[src/rtl/pixel_writer_if.sv]
// Pixel writer bus bundle: the pixel stream from the line drawer plus the framebuffer write port.
//
// Signals:
//   px_valid, px_ready        pixel-stream handshake (line drawer -> writer)
//   px_x, px_y [10:0]         pixel coordinates
//   px_color, px_last         pixel value and end-of-line marker
//   mem_we, mem_addr [18:0]   framebuffer write strobe and linear address
//   mem_data, mem_ack         write data and write acknowledge from the framebuffer
//
// Modports:
//   slave   the pixel writer itself (sinks pixels, drives the framebuffer port)
//   master  the environment (line drawer + framebuffer)
interface pixel_writer_if;
    logic        px_valid;
    logic        px_ready;
    logic [10:0] px_x;
    logic [10:0] px_y;
    logic        px_color;
    logic        px_last;

    logic        mem_we;
    logic [18:0] mem_addr;
    logic        mem_data;
    logic        mem_ack;

    modport slave (
        input  px_valid, px_x, px_y, px_color, px_last, mem_ack,
        output px_ready, mem_we, mem_addr, mem_data
    );

    modport master (
        output px_valid, px_x, px_y, px_color, px_last, mem_ack,
        input  px_ready, mem_we, mem_addr, mem_data
    );
endinterface

[src/rtl/pixel_writer.sv]
// Pixel writer: buffers pixels from a line drawer in a small FIFO and writes each visible pixel
// into a 1-bit-per-pixel framebuffer (address = y*WIDTH + x). Off-screen pixels are dropped
// without a memory write.
//
// Ports:
//   clk         clock, rising edge
//   reset       synchronous, active-high
//   bus         pixel_writer_if.slave: pixel stream in, framebuffer write port out
//   line_done   one-cycle pulse after the last pixel of a line has been retired
//   busy        FIFO non-empty or a pixel in flight
//   clip_count  (only with PIXEL_WRITER_CLIP_COUNT_EN) saturating count of clipped pixels
//
// Optional feature macro: PIXEL_WRITER_CLIP_COUNT_EN
module pixel_writer #(
    parameter int unsigned WIDTH  = 640,
    parameter int unsigned HEIGHT = 480,
    parameter int unsigned DEPTH  = 8
) (
    input  logic          clk,
    input  logic          reset,
    pixel_writer_if.slave bus,
    output logic          line_done,
`ifdef PIXEL_WRITER_CLIP_COUNT_EN
    output logic [15:0]   clip_count,
`endif
    output logic          busy
);

    localparam int unsigned PtrW   = (DEPTH > 1) ? $clog2(DEPTH) : 1;
    localparam int unsigned CntW   = PtrW + 1;
    localparam logic [18:0] WidthW = 19'(WIDTH);

    typedef struct packed {
        logic [10:0] x;
        logic [10:0] y;
        logic        color;
        logic        last;
    } entry_t;

    typedef enum logic [1:0] {StIdle, StAddr, StWrite} state_e;

    entry_t            fifo_q [DEPTH];
    logic [PtrW-1:0]   wr_ptr_q, wr_ptr_d;
    logic [PtrW-1:0]   rd_ptr_q, rd_ptr_d;
    logic [CntW-1:0]   count_q, count_d;
    logic              px_ready_q, px_ready_d;

    state_e            state_q, state_d;
    entry_t            cur_q, cur_d;
    logic              mem_we_q, mem_we_d;
    logic [18:0]       mem_addr_q, mem_addr_d;
    logic              mem_data_q, mem_data_d;
    logic              line_done_q, line_done_d;

    entry_t            push_entry;
    entry_t            head;
    logic              push;
    logic              pop;
    logic              fifo_empty;
    logic              head_clipped;

    assign push_entry   = '{x: bus.px_x, y: bus.px_y, color: bus.px_color, last: bus.px_last};
    assign push         = bus.px_valid && px_ready_q;
    assign head         = fifo_q[rd_ptr_q];
    assign fifo_empty   = (count_q == '0);
    assign head_clipped = (32'(head.x) >= WIDTH) || (32'(head.y) >= HEIGHT);

    // FIFO storage carries no reset; validity is tracked by the pointers and count.
    always_ff @(posedge clk) begin
        if (push) begin
            fifo_q[wr_ptr_q] <= push_entry;
        end
    end

    always_comb begin
        state_d     = state_q;
        cur_d       = cur_q;
        mem_we_d    = mem_we_q;
        mem_addr_d  = mem_addr_q;
        mem_data_d  = mem_data_q;
        line_done_d = 1'b0;
        pop         = 1'b0;

        case (state_q)
            StIdle: begin
                if (!fifo_empty) begin
                    pop   = 1'b1;
                    cur_d = head;
                    if (head_clipped) begin
                        // Retired on the spot: no memory cycle for off-screen pixels.
                        line_done_d = head.last;
                    end else begin
                        state_d = StAddr;
                    end
                end
            end
            StAddr: begin
                mem_addr_d = ({8'b0, cur_q.y} * WidthW) + {8'b0, cur_q.x};
                mem_data_d = cur_q.color;
                mem_we_d   = 1'b1;
                state_d    = StWrite;
            end
            StWrite: begin
                if (bus.mem_ack) begin
                    mem_we_d    = 1'b0;
                    line_done_d = cur_q.last;
                    state_d     = StIdle;
                end
            end
            default: begin
                state_d  = StIdle;
                mem_we_d = 1'b0;
            end
        endcase
    end

    always_comb begin
        wr_ptr_d = push ? wr_ptr_q + PtrW'(1) : wr_ptr_q;
        rd_ptr_d = pop  ? rd_ptr_q + PtrW'(1) : rd_ptr_q;
        count_d  = count_q;
        unique case ({push, pop})
            2'b10:   count_d = count_q + CntW'(1);
            2'b01:   count_d = count_q - CntW'(1);
            default: count_d = count_q;
        endcase
        // Registered ready reflects the occupancy after this edge, so a push can never overflow.
        px_ready_d = (32'(count_d) < DEPTH);
    end

    always_ff @(posedge clk) begin
        if (reset) begin
            wr_ptr_q    <= '0;
            rd_ptr_q    <= '0;
            count_q     <= '0;
            px_ready_q  <= 1'b1;
            state_q     <= StIdle;
            cur_q       <= '0;
            mem_we_q    <= 1'b0;
            mem_addr_q  <= '0;
            mem_data_q  <= 1'b0;
            line_done_q <= 1'b0;
        end else begin
            wr_ptr_q    <= wr_ptr_d;
            rd_ptr_q    <= rd_ptr_d;
            count_q     <= count_d;
            px_ready_q  <= px_ready_d;
            state_q     <= state_d;
            cur_q       <= cur_d;
            mem_we_q    <= mem_we_d;
            mem_addr_q  <= mem_addr_d;
            mem_data_q  <= mem_data_d;
            line_done_q <= line_done_d;
        end
    end

`ifdef PIXEL_WRITER_CLIP_COUNT_EN
    logic [15:0] clip_count_q, clip_count_d;
    logic        clip_retire;

    assign clip_retire = (state_q == StIdle) && !fifo_empty && head_clipped;

    always_comb begin
        clip_count_d = clip_count_q;
        if (clip_retire && (clip_count_q != 16'hFFFF)) begin
            clip_count_d = clip_count_q + 16'd1;
        end
    end

    always_ff @(posedge clk) begin
        if (reset) begin
            clip_count_q <= '0;
        end else begin
            clip_count_q <= clip_count_d;
        end
    end

    assign clip_count = clip_count_q;
`endif

    assign bus.px_ready = px_ready_q;
    assign bus.mem_we   = mem_we_q;
    assign bus.mem_addr = mem_addr_q;
    assign bus.mem_data = mem_data_q;
    assign line_done    = line_done_q;
    assign busy         = !fifo_empty || (state_q != StIdle);

endmodule

[src/flat_wrapper.sv]
// flat-port wrapper written by rule: the top's interface ports become plain ports
module pixel_writer_flat 
#(
    parameter int unsigned WIDTH  = 640,
    parameter int unsigned HEIGHT = 480,
    parameter int unsigned DEPTH  = 8
)
  (clk, reset, line_done, busy, bus_px_valid, bus_px_x, bus_px_y, bus_px_color, bus_px_last, bus_mem_ack, bus_px_ready, bus_mem_we, bus_mem_addr, bus_mem_data);
  pixel_writer_if bus_i ();
  input  logic clk;
  input  logic reset;
  output logic line_done;
  output logic busy;
  input wire logic [$bits(bus_i.px_valid)-1:0] bus_px_valid;
  input wire logic [$bits(bus_i.px_x)-1:0] bus_px_x;
  input wire logic [$bits(bus_i.px_y)-1:0] bus_px_y;
  input wire logic [$bits(bus_i.px_color)-1:0] bus_px_color;
  input wire logic [$bits(bus_i.px_last)-1:0] bus_px_last;
  input wire logic [$bits(bus_i.mem_ack)-1:0] bus_mem_ack;
  output wire logic [$bits(bus_i.px_ready)-1:0] bus_px_ready;
  output wire logic [$bits(bus_i.mem_we)-1:0] bus_mem_we;
  output wire logic [$bits(bus_i.mem_addr)-1:0] bus_mem_addr;
  output wire logic [$bits(bus_i.mem_data)-1:0] bus_mem_data;
  assign bus_i.px_valid = bus_px_valid;
  assign bus_i.px_x = bus_px_x;
  assign bus_i.px_y = bus_px_y;
  assign bus_i.px_color = bus_px_color;
  assign bus_i.px_last = bus_px_last;
  assign bus_i.mem_ack = bus_mem_ack;
  assign bus_px_ready = bus_i.px_ready;
  assign bus_mem_we = bus_i.mem_we;
  assign bus_mem_addr = bus_i.mem_addr;
  assign bus_mem_data = bus_i.mem_data;
  pixel_writer #(.WIDTH(WIDTH), .HEIGHT(HEIGHT), .DEPTH(DEPTH)) u_core (.clk(clk), .reset(reset), .bus(bus_i), .line_done(line_done), .busy(busy));
endmodule
[config.mk]
export PLATFORM = sky130hd
export DESIGN_NAME = pixel_writer_flat
export DESIGN_NICKNAME = d
export VERILOG_FILES = /design/src/rtl/pixel_writer_if.sv /design/src/rtl/pixel_writer.sv /design/src/flat_wrapper.sv
export SDC_FILE = /design/constraint.sdc
export NUM_CORES = 1
export LEC_CHECK = 0
export ABC_AREA = 1
export BUFFER_PORTS_ARGS = -buffer_cell sky130_fd_sc_hd__buf_2
export CAP_MARGIN = 30
export CORE_MARGIN = 1.5
export CORE_UTILIZATION = 30
export CTS_CLUSTER_DIAMETER = 100
export DETAILED_ROUTE_END_ITERATION = 8
export PLACE_DENSITY_LB_ADDON = 0.12
export SYNTH_ARGS = -nofsm -noshare
export SYNTH_HDL_FRONTEND = slang
export SYNTH_SLANG_ARGS = --single-unit
export TNS_END_PERCENT = 20
[constraint.sdc]
create_clock -name clk -period 6.5 [get_ports clk]
set_input_delay 0.325 -clock clk [delete_from_list [all_inputs] [get_ports clk]]
set_output_delay 0.325 -clock clk [all_outputs]
set_load 0.02 [all_outputs]
==> results.ini <==
[logic_synthesis]
postSynthNetCount = 1033
seq_area_frac_synth = 0.660
synth-seq-cells = 254
synth.distinct_cells = 38
post_synthesis_compound_gate_area_fraction = 0.118
syn-cell-area_um2 = 10600
post-synth-top-area-fraction = 0.543
netlist.top_cell.by_area = sky130_fd_sc_hd__edfxtp_1
ys_warn_count = 0
synthAdderAreaFrac = 0.0363
syn_area_per_cell_um2 = 10.9
count_of_flip_flops_with_a_built_in_enable_after_synthesis = 192
post_synth_main_area_contributors = sky130_fd_sc_hd__edfxtp_1, sky130_fd_sc_hd__dfxtp_1, sky130_fd_sc_hd__nor2_1
post_synth_and_or_nand_nor_area_fraction = 0.133
dominant_combinational_cell_family_by_area_after_synthesis = simple AND/OR/NAND/NOR gates
asyncSetResetFlopFracSynth = 0
ys_top_cells_by_count = sky130_fd_sc_hd__edfxtp_1, sky130_fd_sc_hd__nor2_1, sky130_fd_sc_hd__nand2_1
synth-xor-area-share = 0.00896
synth_cells = 976
mux_cell_area_share_after_synthesis = 0
synth-main-ff-cell = sky130_fd_sc_hd__edfxtp_1

[sta]
fin_tns_setup_ns = 0
setup_violations = 0
finalCriticalPeriod_ns = 2.86
worst-slew-pin-transition_ns = 0.992
max_freq_mhz = 349
fin_crit_sh = 0.441
finalMaxSlewViolations = 0
final.setup_skew_ns = 0.00677
maxSlewHeadroom = 0.337
rsz0062_at_grt = no
hold_violations = 0

[cells_and_area]
finish.net_count = 1080
syn_to_final_growth_pct = 15.4
n_fill_cell = 3456
final_cells = 1502
layout-drive-gt1-share = 0.129

[setup_path]
timing.critical_path.slowest_cell_delay_ns = 0.77
critical_path_buf_inv_count = 2
setup.worst_path.start = u_core.state_q[1]$_SDFFE_PP0P_
crit_path_max_fanout = 54
timing.critical_path.from_type = flip-flop
timing.critical_path.depth = 12
worst-endpoint-required_ns = 6.95
path_cells = nor2_1 -> inv_1 -> nor2_4 -> ha_1 -> ha_1 -> a21oi_1 -> nand2_1 -> xor2_1 -> nand2_1 -> o21ai_0 -> nor2_1 -> inv_1
cpLargestDelayFamily = simple AND/OR/NAND/NOR gates
timing.critical_path.arrival_ns = 3.31
regToRegStartpoint = u_core.state_q[1]$_SDFFE_PP0P_
worst-r2r-setup-slack_ns = 3.64
cpMaxStageDelayCell = sky130_fd_sc_hd__nor2_4
crit_path_end_kind = flip-flop
endpoint = u_core.bus.px_ready$_SDFF_PP1_
reg2reg_to = u_core.bus.px_ready$_SDFF_PP1_
criticalPathCategory = reg2reg
worstRegToRegCells = 12

[detailed_routing]
remaining_drc_errors = 0
detail_route.iter0.violations = 287
vias = 6973
drt.antenna.violating_nets = 0
detail_route.vias_per_cell = 4.64
drt-pass1-iter-count = 5
postRouteWirelength_um = 25200
wl_per_cell_um = 16.8

[clock_tree]
post_cts.repair.setup_buffers = 0
clk_pin_slew_ns = 0.06
numCtsBuffers = 29
cts.sinks = 254
clock_tree_from_tritoncts = done
cts_buffer_depth = 3
cts_repair_resize_count = 0
cts_max_level = 1
cts-hold-fix-buffers = 0
ctsRootBufferMaster = sky130_fd_sc_hd__clkbuf_16
worst_skew_pair.late_latency_ns = 0.55

[outcome]
status = finished, final reports clean

[pwr]
leakage_uw = 0.00459
irDropWorstVdd_mv = 0.232
powerDensity_nw_per_um2 = 440

[global_routing]
grt_max_degree = 68
grt_first_pass_wirelength_um = 40200
number_of_antenna_violations_at_the_first_check_in_global_routing = 2
first_global_vias = 6865
grt_overflow = 0
grt.total_usage = 0.143

[floorplan]
die_h_um = 191
io_pins = 52
core_area_um2 = 34700
floorplan.die_area_um2 = 36500
fp-row-count = 68
die_w_um = 191
floorplan.initialDensity = 0.306

[job]
maxCapViolCount = 0

[hold_path]
worst_min_path_class = in2reg
min_from = bus_px_last

[placement]
dpl.cell_count = 1447
place_congestion = 0.740
port-buffer-count = 51
place.detailed.hpwl_um = 14900

[kinds of logic (layout without fill, tap and decap cells)]
logic type      count (synthesis)  in the layout
xor+xnor                       10             10
simple gates                  348            348
other cells                     0              2
compound gates                234            234
buf+inv                       101            170
flops                         254            254
fa+ha+maj                      29             29
[report_power, final]
group          total, uW  internal [uW]  switching [uW]
registers           2050           1930             120
clock network       1580            940             643
logic               1750            564            1190
[flip-flops by register name, summed over array words and instances, names as in the netlist, named ones only]
name	flops
u_core.bus.mem_addr	19
u_core.bus.mem_data	1
u_core.bus.mem_we	1
u_core.bus.px_ready	1
u_core.count_q	4
u_core.cur_q	24
u_core.fifo_q	192
u_core.line_done	1
u_core.rd_ptr_q	3
u_core.state_q	2
u_core.wr_ptr_q	3
[per-stage QoR]
| stage | utilization | instance area, um2 | hold WS (ns) | power, uW | worst slack [ns] |
|---|---|---|---|---|---|
| 2_1_floorplan | - | 10600 | 0.424 | 3380 | 4.16 |
| 3_3_place_gp | 0.326 | 11300 | 0.469 | 3860 | 3.63 |
| 3_5_place_dp | 0.326 | 11300 | 0.474 | 3870 | 3.59 |
| 4_1_cts | 0.353 | 12300 | 0.0184 | 5480 | 3.60 |
| 5_1_grt | 0.353 | 12300 | 0.0326 | 5810 | 3.25 |
| 6_report | 0.353 | 12300 | 0.0456 | 5390 | 3.64 |
[final cells by class]
cell class	instances	area [um2]	share of cell area
Multi-Input combinational cell	621	3180	0.259
Antenna cell	2	5.00	0.000408
Clock buffer	36	752	0.0613
Clock inverter	17	174	0.0142
Tap cell	455	569	0.0464
Sequential cell	254	7010	0.572
Timing Repair Buffer	66	380	0.0310
Inverter	51	191	0.0156
[routing by layer]
layer,global-route usage,vias to the layer above,part of all wire
met3,0.0215,35,0.039
met4,0.0367,0,0.021
li1,-,3516,-
met1,0.202,3326,0.49
met5,0,-,0
met2,0.229,96,0.45
[how the worst min path moves through the flow]
stage	end	slack (ns)	depth (start not counted)
after floorplan	u_core.fifo_q[0][0]$_DFFE_PP_	0.42	0
after global placement	u_core.rd_ptr_q[0]$_SDFFE_PP0N_	0.47	1
after detailed placement	u_core.bus.mem_addr[5]$_SDFFE_PP0P_	0.47	2
after CTS	u_core.fifo_q[5][0]$_DFFE_PP_	0.02	1
after global routing	u_core.fifo_q[1][0]$_DFFE_PP_	0.03	1
final	u_core.fifo_q[5][0]$_DFFE_PP_	0.05	1
[cells in the final DEF (no fill, tap or decap), drive strengths merged]
master    netlist  layout
nor4            1       1
fa              3       3
clkbuf         19      36
nand2         107     107
a31oi           3       3
nand4           5       5
inv            50      52
nand3b          3       3
diode           0       2
o21a            1       1
o211ai          1       1
clkinvlp        0       1
nor3            2       2
clkinv          1      12
xnor2           3       3
o21bai          1       1
dfxtp          62      62
o221ai         13      13
ha             26      26
nand3          34      34
bufinv          0       3
edfxtp        192     192
a21oi          42      42
xor2            7       7
o21ai         158     158
nor2          196     196
o22ai          15      15
buf            31      66
Power figures use the tool's default switching activity.
